## config.mk

```make
export PLATFORM = sky130hd
export DESIGN_NAME = prbs8
export DESIGN_NICKNAME = d
export VERILOG_FILES = /design/src/rtl/uart_test_pkg.sv /design/src/rtl/uart_echo_checker_prbs8.sv
export SDC_FILE = /design/constraint.sdc
export NUM_CORES = 1
export LEC_CHECK = 0
export ABC_CLOCK_PERIOD_IN_PS = 1800
export CAP_MARGIN = 15
export CORE_AREA = 5 5 42 44
export CTS_BUF_LIST = sky130_fd_sc_hd__clkbuf_8 sky130_fd_sc_hd__clkbuf_16
export CTS_CLUSTER_DIAMETER = 40
export DETAILED_ROUTE_END_ITERATION = 16
export DIE_AREA = 0 0 47 49
export GPL_ROUTABILITY_DRIVEN = 0
export MAX_ROUTING_LAYER = met4
export PLACE_DENSITY = 0.73
export SLEW_MARGIN = 25
export SYNTH_ARGS = -nofsm -noshare
export SYNTH_HDL_FRONTEND = slang
export SYNTH_SLANG_ARGS = --single-unit
```

## constraint.sdc

```tcl
create_clock -name clk -period 1.8 [get_ports clk]
set_clock_uncertainty 0.1 [all_clocks]
set_input_delay 0.18 -clock clk [delete_from_list [all_inputs] [get_ports clk]]
set_output_delay 0.18 -clock clk [all_outputs]
set_load 0.01 [all_outputs]
```

## src/rtl/uart_test_pkg.sv

```systemverilog
// Shared types and PRBS-8 helper for the UART echo checker.
// The LFSR polynomial is x^8+x^6+x^5+x^4+1, shifting toward bit 7.
package uart_test_pkg;

  typedef enum logic [1:0] {IDLE, RUN, DRAIN, DONE} state_t;

  // Feedback taps at bit positions 7,5,4,3 (polynomial terms 8,6,5,4)
  localparam logic [7:0] PRBS8_TAPS = 8'hB8;

  function automatic logic [7:0] prbs8_next(input logic [7:0] s);
    return {s[6:0], ^(s & PRBS8_TAPS)};
  endfunction

endpackage

```

## src/rtl/uart_echo_checker_prbs8.sv

```systemverilog
// PRBS-8 byte generator: holds the current byte, reloads on load, steps on advance.
module prbs8
  import uart_test_pkg::*;
#(
  parameter logic [7:0] SEED = 8'hA5
) (
  input  logic       clk,
  input  logic       rst_n,
  input  logic       load,
  input  logic [7:0] seed,
  input  logic       advance,
  output logic [7:0] value
);

  logic [7:0] value_q, value_d;

  always_comb begin
    value_d = value_q;
    if (load) begin
      value_d = seed;
    end else if (advance) begin
      value_d = prbs8_next(value_q);
    end
  end

  always_ff @(posedge clk or negedge rst_n) begin
    if (!rst_n) begin
      value_q <= SEED;
    end else begin
      value_q <= value_d;
    end
  end

  assign value = value_q;

endmodule

```

==> impl_metrics.ini, run 1 <==
[synthesis]
synthTopCellsByCount = mux2i_1 (7), nand2_1 (7), o21ai_0 (7), dfrtp_1 (4), dfstp_2 (4)
ys_warn_count = 0
synth.area.top_cells = dfstp_2 (26%), dfrtp_1 (25%), mux2i_1 (18%)
synthFlopType = dfstp_2
yosysTopAreaCell = dfstp_2
synth_top_area_share_pct = 26.33
yosysSeqAreaShare_pct = 51.41
async_flop_share_pct = 100.0
synth_nets = 50
syn_area_um2 = 399.1
synth.distinct_cells = 13
synth_edf_count = 0
ys_ff_latch = 8
syn_avg_cell_area_um2 = 10.50
synth_cells = 38

[worst_setup_path]
critPathArrivalTime_ns = 1.32
worst-path-buf-inv = 1
crit_fanout = 4
worstSetupPathType = reg -> out
required_ns = 1.52
crit_slowest_cell = dfstp_2
critPathMaxStageDelay_ns = 0.55
worstSetupEndpointType = primary output
worstPathCellList = clkdlybuf4s50_1
cp_top_family = flip-flops
start_kind = register

[clocking]
cts.sinks = 8
cts-resized-gates = 0
root_buffer = clkbuf_8
cts_tree = done
clk_pin_slew_ns = 0.04
cts_buffers = 3
hold_buffers = 0
htreeDepth = 1
ctsLongestPathBuffers = 2
cts_setup_buffers = 0
clk_latency_ns = 0.23

[route]
wl_per_cell_um = 11.50
wl_um = 851
viasPerCell = 4.446
met3_wirelength_um = 79
postRouteAntennaNets = 0
drc_errors = 0
vias = 329
drt_iter0_drc = 7
top_layer_used = met4
met1_length_um = 379
firstDrtPassIters = 4
wl_met2_um = 348

[timing]
hold_slack_ns = 0.1419
fmax_ghz = 0.6267
worstMarginPinSlew_ns = 0.4693
period_share_pct = 88.65
fin_setup_tns_ns = 0
maxSlewViolCount = 0
slew_headroom_pct = 68.62
layout_min_cycle_time_ns = 1.596
finalWorstSetupSlack_ns = 0.2044
finalHoldViolCount = 0
setup_viol = 0
rsz0062_at_grt = no

[grt]
grt_first_pass_wirelength_mm = 1.324
grt_usage_pct = 8.945
grt_overflow = 0
first_global_vias = 296
grt_antenna_before_repair = 0
grt_max_degree = 18

[final_layout]
largest_reg_flops = 8
fillCellCount = 144
area_delta_synth_final_pct = 59.87
diodes = 0
stdcell_area_um2 = 638.1
regArea_um2 = 205.2
drive_gt1_share_pct = 12.07
multiInputGateArea_um2 = 181.4
layout.nets = 72

[power_and_ir_drop]
power_mw = 0.5750
pwr_density_cell_nw_per_um2 = 901.1
peakVddDrop_mv = 0.3505
leakage_nw = 0.2691

[floorplanning]
die_h_um = 49
initial_utilization_pct = 28.48
core_area_um2 = 1401
rows = 14
num_io_pins = 20
die_w_um = 47
dieArea_um2 = 2303

[placed_design]
dp_slack_ns = 0.2939
place_area_um2 = 596.8
dpl.hpwl_um = 612.8
io_buffers = 19

[status]
status = finished, final reports clean

[flow_run]
drv_cap = 0

[worst_hold_path]
hold_class = in -> async
-- layout make-up --
cell class | count | share of cell area, %
Multi-Input combinational cell | 28 | 28.43
Sequential cell | 8 | 32.16
Tap cell | 16 | 3.137
Timing Repair Buffer | 19 | 29.80
Clock buffer | 3 | 6.471
-- power breakdown --
part           leakage [nW]  internal [mW]  switching [mW]
combinational         0.157         0.0828          0.0489
sequential           0.0906          0.210          0.0193
clock                0.0216          0.145          0.0695
-- kinds of logic (layout without fill, tap and decap cells) --
| family | after synthesis | count (layout) | synth area share [%] |
|---|---|---|---|
| AND/OR/NAND/NOR | 9 | 9 | 10.03 |
| flip-flops | 8 | 8 | 51.41 |
| XOR/XNOR | 3 | 3 | 6.584 |
| multiplexers | 7 | 7 | 17.56 |
| AO/OA/AOI/OAI | 9 | 9 | 11.28 |
| buffers and inverters | 2 | 22 | 3.134 |
-- path summary, 6_finish.rpt --
| check | startpoint | endpoint | slack [ns] | cells after the start |
|---|---|---|---|---|
| max in group asynchronous | rst_n | value[0] | 1.15 | 1 |
| max | value[5] | value[5] | 0.20 | 1 |
| min in group clk | seed[5] | value[5] | 0.38 | 3 |
| min | rst_n | value[4] | 0.14 | 1 |
| min reg2reg | value[2] | value[2] | 0.46 | 2 |
| max reg2reg | value[7] | value[0] | 0.69 | 3 |
-- worst reg2reg max path: cells and delay by family (launching register included) --
kind | cells | cell delay [ns]
xor+xnor | 2 | 0.30
flops | 1 | 0.54
compound gates | 1 | 0.08
-- per-layer routing --
layer	up-vias	global-route usage, %
met5	-	-
met4	0	9.677
met1	141	10.34
met2	14	10.63
li1	170	-
met3	4	3.321
-- through the flow --
step | cells | utilization (%)
6_report | 74 | 45.54
3_3_place_gp | 71 | 42.59
4_1_cts | 74 | 45.54
5_1_grt | 74 | 45.54
3_5_place_dp | 71 | 42.59
2_1_floorplan | 38 | -
-- cells in the final DEF (no fill, tap or decap) --
cell and n:
mux2i_1 7, o21ai_1 1, a21oi_1 1, nand2_1 7
clkdlybuf4s50_1 19, xnor2_1 1, nor3b_1 1, xor2_1 2
nand2b_1 1, o21ai_0 7, dfrtp_1 4, clkbuf_8 3
dfstp_2 4
No activity file was read; power rests on OpenSTA's default activity.
==> run 2: changes to the inputs <==
MAX_ROUTING_LAYER = unset   (was met4)
SKIP_CTS_REPAIR_TIMING = 1   (was unset)
==> run 2 against run 1 <==
Net effect:
- wire length rose by 0.59%
- sequential power about the same
- cell area stayed put
==> impl_metrics.ini, run 2 (synthesized netlist as in run 1, its figures left out) <==
[route]
firstDrtPassIters = 4
drt_iter0_drc = 4
met3_wirelength_um = 79
top_layer_used = met4
wl_met2_um = 349
met1_length_um = 383
wl_per_cell_um = 11.57
viasPerCell = 4.473
drc_errors = 0
vias = 331
wl_um = 856
postRouteAntennaNets = 0

[grt]
grt_usage_pct = 8.652
first_global_vias = 298
grt_antenna_before_repair = 0
grt_overflow = 0
grt_first_pass_wirelength_mm = 1.311
grt_max_degree = 18

[power_and_ir_drop]
p_comb_share_pct = 22.9
internal-power_mw = 0.4374
pwr_density_cell_nw_per_um2 = 902.3
clkPwrFrac_pct = 37.3
power_mw = 0.5757
leakage_nw = 0.2691
peakVddDrop_mv = 0.3509
p_switching_mw = 0.1384
switching_share_pct = 24.03
power_frac_seq_pct = 39.8

[final_layout]
stdcell_area_um2 = 638.1
fin_cells = 74
layout.nets = 72
diodes = 0
mostFrequentLayoutCells = clkdlybuf4s50_1 (19), mux2i_1 (7), nand2_1 (7), o21ai_0 (7)
multiInputGateArea_um2 = 181.4
area_delta_synth_final_pct = 59.87
drive_gt1_share_pct = 12.07
regArea_um2 = 205.2
largest_reg_flops = 8
final_common_cell = clkdlybuf4s50_1
fillCellCount = 144

[worst_setup_path]
critPathArrivalTime_ns = 1.32
rrSetupSlack_ns = 0.69
worst-path-buf-inv = 1
crit_fanout = 4
cp_top_family = flip-flops
worstPathCellList = clkdlybuf4s50_1
crit_slowest_cell = dfstp_2
worstSetupPathType = reg -> out
r2r-start = value[5]
critPathMaxStageDelay_ns = 0.55
r2r_cells = 3
r2r-end = value[0]
start_kind = register
required_ns = 1.52
worstSetupEndpointType = primary output

[worst_hold_path]
hold_class = in -> async

[clocking]
cts.sinks = 8
ctsLongestPathBuffers = 2
cts_buffers = 3
root_buffer = clkbuf_8
clk_latency_ns = 0.23
htreeDepth = 1
cts_tree = done
clk_pin_slew_ns = 0.04

[floorplanning]
initial_utilization_pct = 28.48
core_area_um2 = 1401
die_h_um = 49
rows = 14
die_w_um = 47
dieArea_um2 = 2303
num_io_pins = 20

[timing]
worstMarginPinSlew_ns = 0.4704
rsz0062_at_grt = no
period_share_pct = 88.95
slew_headroom_pct = 68.54
setup_viol = 0
finalHoldViolCount = 0
finalWorstSetupSlack_ns = 0.1989
fmax_ghz = 0.6246
fin_setup_tns_ns = 0
layout_min_cycle_time_ns = 1.601
maxSlewViolCount = 0

[placed_design]
dp.cells = 71
place_area_um2 = 596.8
dpl.hpwl_um = 612.8
io_buffers = 19
dp_slack_ns = 0.2939

[flow_run]
drv_cap = 0

[status]
status = finished, final reports clean
-- run 2: cell counts in the layout (fill, tap and decap cells not counted) --
No cell type changed its count.
-- run 2: per-stage QoR --
| stage | hold slack [ns] | utilization [%] |
|---|---|---|
| after floorplan | -0.2156 | - |
| after CTS | 0.1507 | 45.54 |
| after global placement | 0.3826 | 42.59 |
| after detailed placement | 0.3910 | 42.59 |
| after global routing | 0.1712 | 45.54 |
| final | 0.1414 | 45.54 |
-- run 2: final cells by class --
type / count / share of cell area (%)
Timing Repair Buffer: 19 / 29.80
Sequential cell: 8 / 32.16
Multi-Input combinational cell: 28 / 28.43
Tap cell: 16 / 3.137
Clock buffer: 3 / 6.471
-- run 2: worst max path at each step --
stage          startpoint       end  slack, ns  cells past startpoint
2_1_floorplan    value[5]  value[0]       0.69                      3
3_3_place_gp      advance  value[3]       0.30                      3
3_5_place_dp      advance  value[3]       0.29                      3
4_1_cts          value[5]  value[5]       0.19                      1
5_1_grt          value[5]  value[5]       0.17                      1
6_report         value[5]  value[5]       0.20                      1
-- run 2: power by group through the flow --
stage	logic (mW)	clock network (mW)	registers (mW)
floorplan	0.0498	0	0.239
finish	0.132	0.215	0.229
CTS	0.134	0.224	0.230
global placement	0.133	0	0.231
detailed placement	0.134	0	0.232
global route	0.144	0.232	0.233
-- run 2: metal layers --
metal / up-vias / GRT usage, %
li1: 170 / -
met1: 143 / 10.11
met2: 14 / 10.63
met3: 4 / 3.321
met4: 0 / 9.677
met5: - / 0
==> run 3: changes to the inputs <==
ABC_CLOCK_PERIOD_IN_PS = 1350   (was 1800)
PLACE_DENSITY = 0.75   (was 0.73)
clock period = 1.35 ns   (was 1.8 ns; I/O delays follow)
==> run 3 against run 2 <==
Net effect:
- core utilization increased by 4.4 points
- non-clock buffer count increased by 5
- wire length up 9.3%
- critical path depth is 3 higher
- via count grew 6.6%
- register-to-register slack lost 0.56 ns
- first-iteration DRC count decreased by 75%
- sequential cell count unchanged
- die area stayed put
- power up 36%
- sequential share of layout area decreased by 2.8 points
- combinational power up 45%
- critical endpoint is now value[0]
==> impl_metrics.ini, run 3 (synthesized netlist as in run 1, its figures left out) <==
[placed_design]
dpl.hpwl_um = 704
io_buffers = 19
dp_slack_ns = 0.04282

[grt]
first_global_vias = 391
grt_first_pass_wirelength_mm = 1.607
grt_max_degree = 10
grt_usage_pct = 9.936
grt_overflow = 0
grt_antenna_before_repair = 0

[timing]
fmax_ghz = 0.8209
rsz0062_at_grt = no
layout_min_cycle_time_ns = 1.218
finalWorstSetupSlack_ns = 0.1319
finalHoldViolCount = 0
slew_headroom_pct = 76.38
worstMarginPinSlew_ns = 0.3531
fin_setup_tns_ns = 0
setup_viol = 0
period_share_pct = 90.23
maxSlewViolCount = 0

[final_layout]
layout.nets = 77
area_delta_synth_final_pct = 75.24
mostFrequentLayoutCells = clkdlybuf4s50_1 (11), dlymetal6s2s_1 (8), mux2i_1 (7), nand2_1 (7), o21ai_0 (7)
final_util_pct = 49.91
final_common_cell = clkdlybuf4s50_1
fillCellCount = 150
diodes = 0
drive_gt1_share_pct = 18.75
largest_reg_flops = 8

[floorplanning]
num_io_pins = 20
core_area_um2 = 1401
die_h_um = 49
rows = 14
dieArea_um2 = 2303
die_w_um = 47
initial_utilization_pct = 28.48

[clocking]
htreeDepth = 1
clk_pin_slew_ns = 0.04
cts.sinks = 8
cts_tree = done
root_buffer = clkbuf_8
cts_buffers = 3
ctsLongestPathBuffers = 2
clk_latency_ns = 0.23

[route]
wl_um = 936
wl_per_cell_um = 11.70
vias = 353
postRouteAntennaNets = 0
viasPerCell = 4.413
drt_iter0_drc = 1
drc_errors = 0
firstDrtPassIters = 3

[power_and_ir_drop]
p_switching_mw = 0.1894
leakage_nw = 0.3871
pwr_density_cell_nw_per_um2 = 1118
power_frac_seq_pct = 38.3
internal-power_mw = 0.5922
switching_share_pct = 24.23
clkPwrFrac_pct = 37.2
p_comb_share_pct = 24.5
power_mw = 0.7816
peakVddDrop_mv = 0.5326

[worst_setup_path]
worstSetupPathType = reg -> reg
start_kind = register
r2r-start = value[5]
crit_fanout = 3
critPathArrivalTime_ns = 1.27
r2r-end = value[0]
rrSetupSlack_ns = 0.13
startpoint = value[5]
worstSetupEndpointType = register
critPathCapture = value[0]
r2r_cells = 4
required_ns = 1.40

[worst_hold_path]
hold_class = in -> async

[flow_run]
drv_cap = 0

[status]
status = finished, final reports clean
run 3: worst min path at each step:
| stage | start | slack, ns | depth (start not counted) | end |
|---|---|---|---|---|
| floorplan | rst_n | -0.26 | 0 | value[1] |
| global placement | rst_n | 0.33 | 1 | value[6] |
| detailed placement | rst_n | 0.34 | 1 | value[6] |
| CTS | rst_n | 0.09 | 1 | value[6] |
| global route | rst_n | 0.1 | 1 | value[6] |
| finish | rst_n | 0.08 | 1 | value[6] |
run 3: power by group through the flow:
stage	logic [mW]	registers, mW	clock network [mW]
finish	0.191	0.300	0.291
global route	0.212	0.305	0.320
CTS	0.202	0.301	0.301
detailed placement	0.200	0.304	0
global placement	0.198	0.303	0
floorplan	0.0664	0.318	0
run 3: layout make-up:
| type | count | area [µm²] | share of cell area (%) |
|---|---|---|---|
| repair buffers | 24 | 247.7 | 35.42 |
| clock buffers | 3 | 41.29 | 5.903 |
| clock inverters | 1 | 3.754 | 0.5367 |
| flip-flops and latches | 8 | 205.2 | 29.34 |
| multi-input cells | 28 | 181.4 | 25.94 |
| well taps | 16 | 20.02 | 2.862 |
run 3: metal layers:
| metal | share of wire (%) | wire length, µm | global-route usage (%) | up-vias |
|---|---|---|---|---|
| met1 | 42 | 390 | 12.84 | 159 |
| met2 | 49 | 455 | 13.35 | 12 |
| li1 | - | - | - | 180 |
| met3 | 8.9 | 83 | 4.428 | 2 |
| met4 | 0.75 | 7 | 5.530 | 0 |
| met5 | 0 | 0 | 0 | - |
run 3: per-stage QoR:
stage	cells	instance area, µm²	hold WS [ns]
after global placement	76	634.4	0.3294
after detailed placement	76	634.4	0.3372
after global routing	80	699.4	0.09544
after CTS	80	679.4	0.09235
final	80	699.4	0.08112
after floorplan	38	399.1	-0.2606
run 3: critical path, stage by stage (launching register included):
cell and delay [ns]:
dfstp_2 0.52, buf_4 0.12, xor2_1 0.18, xnor2_1 0.14, o21ai_1 0.08
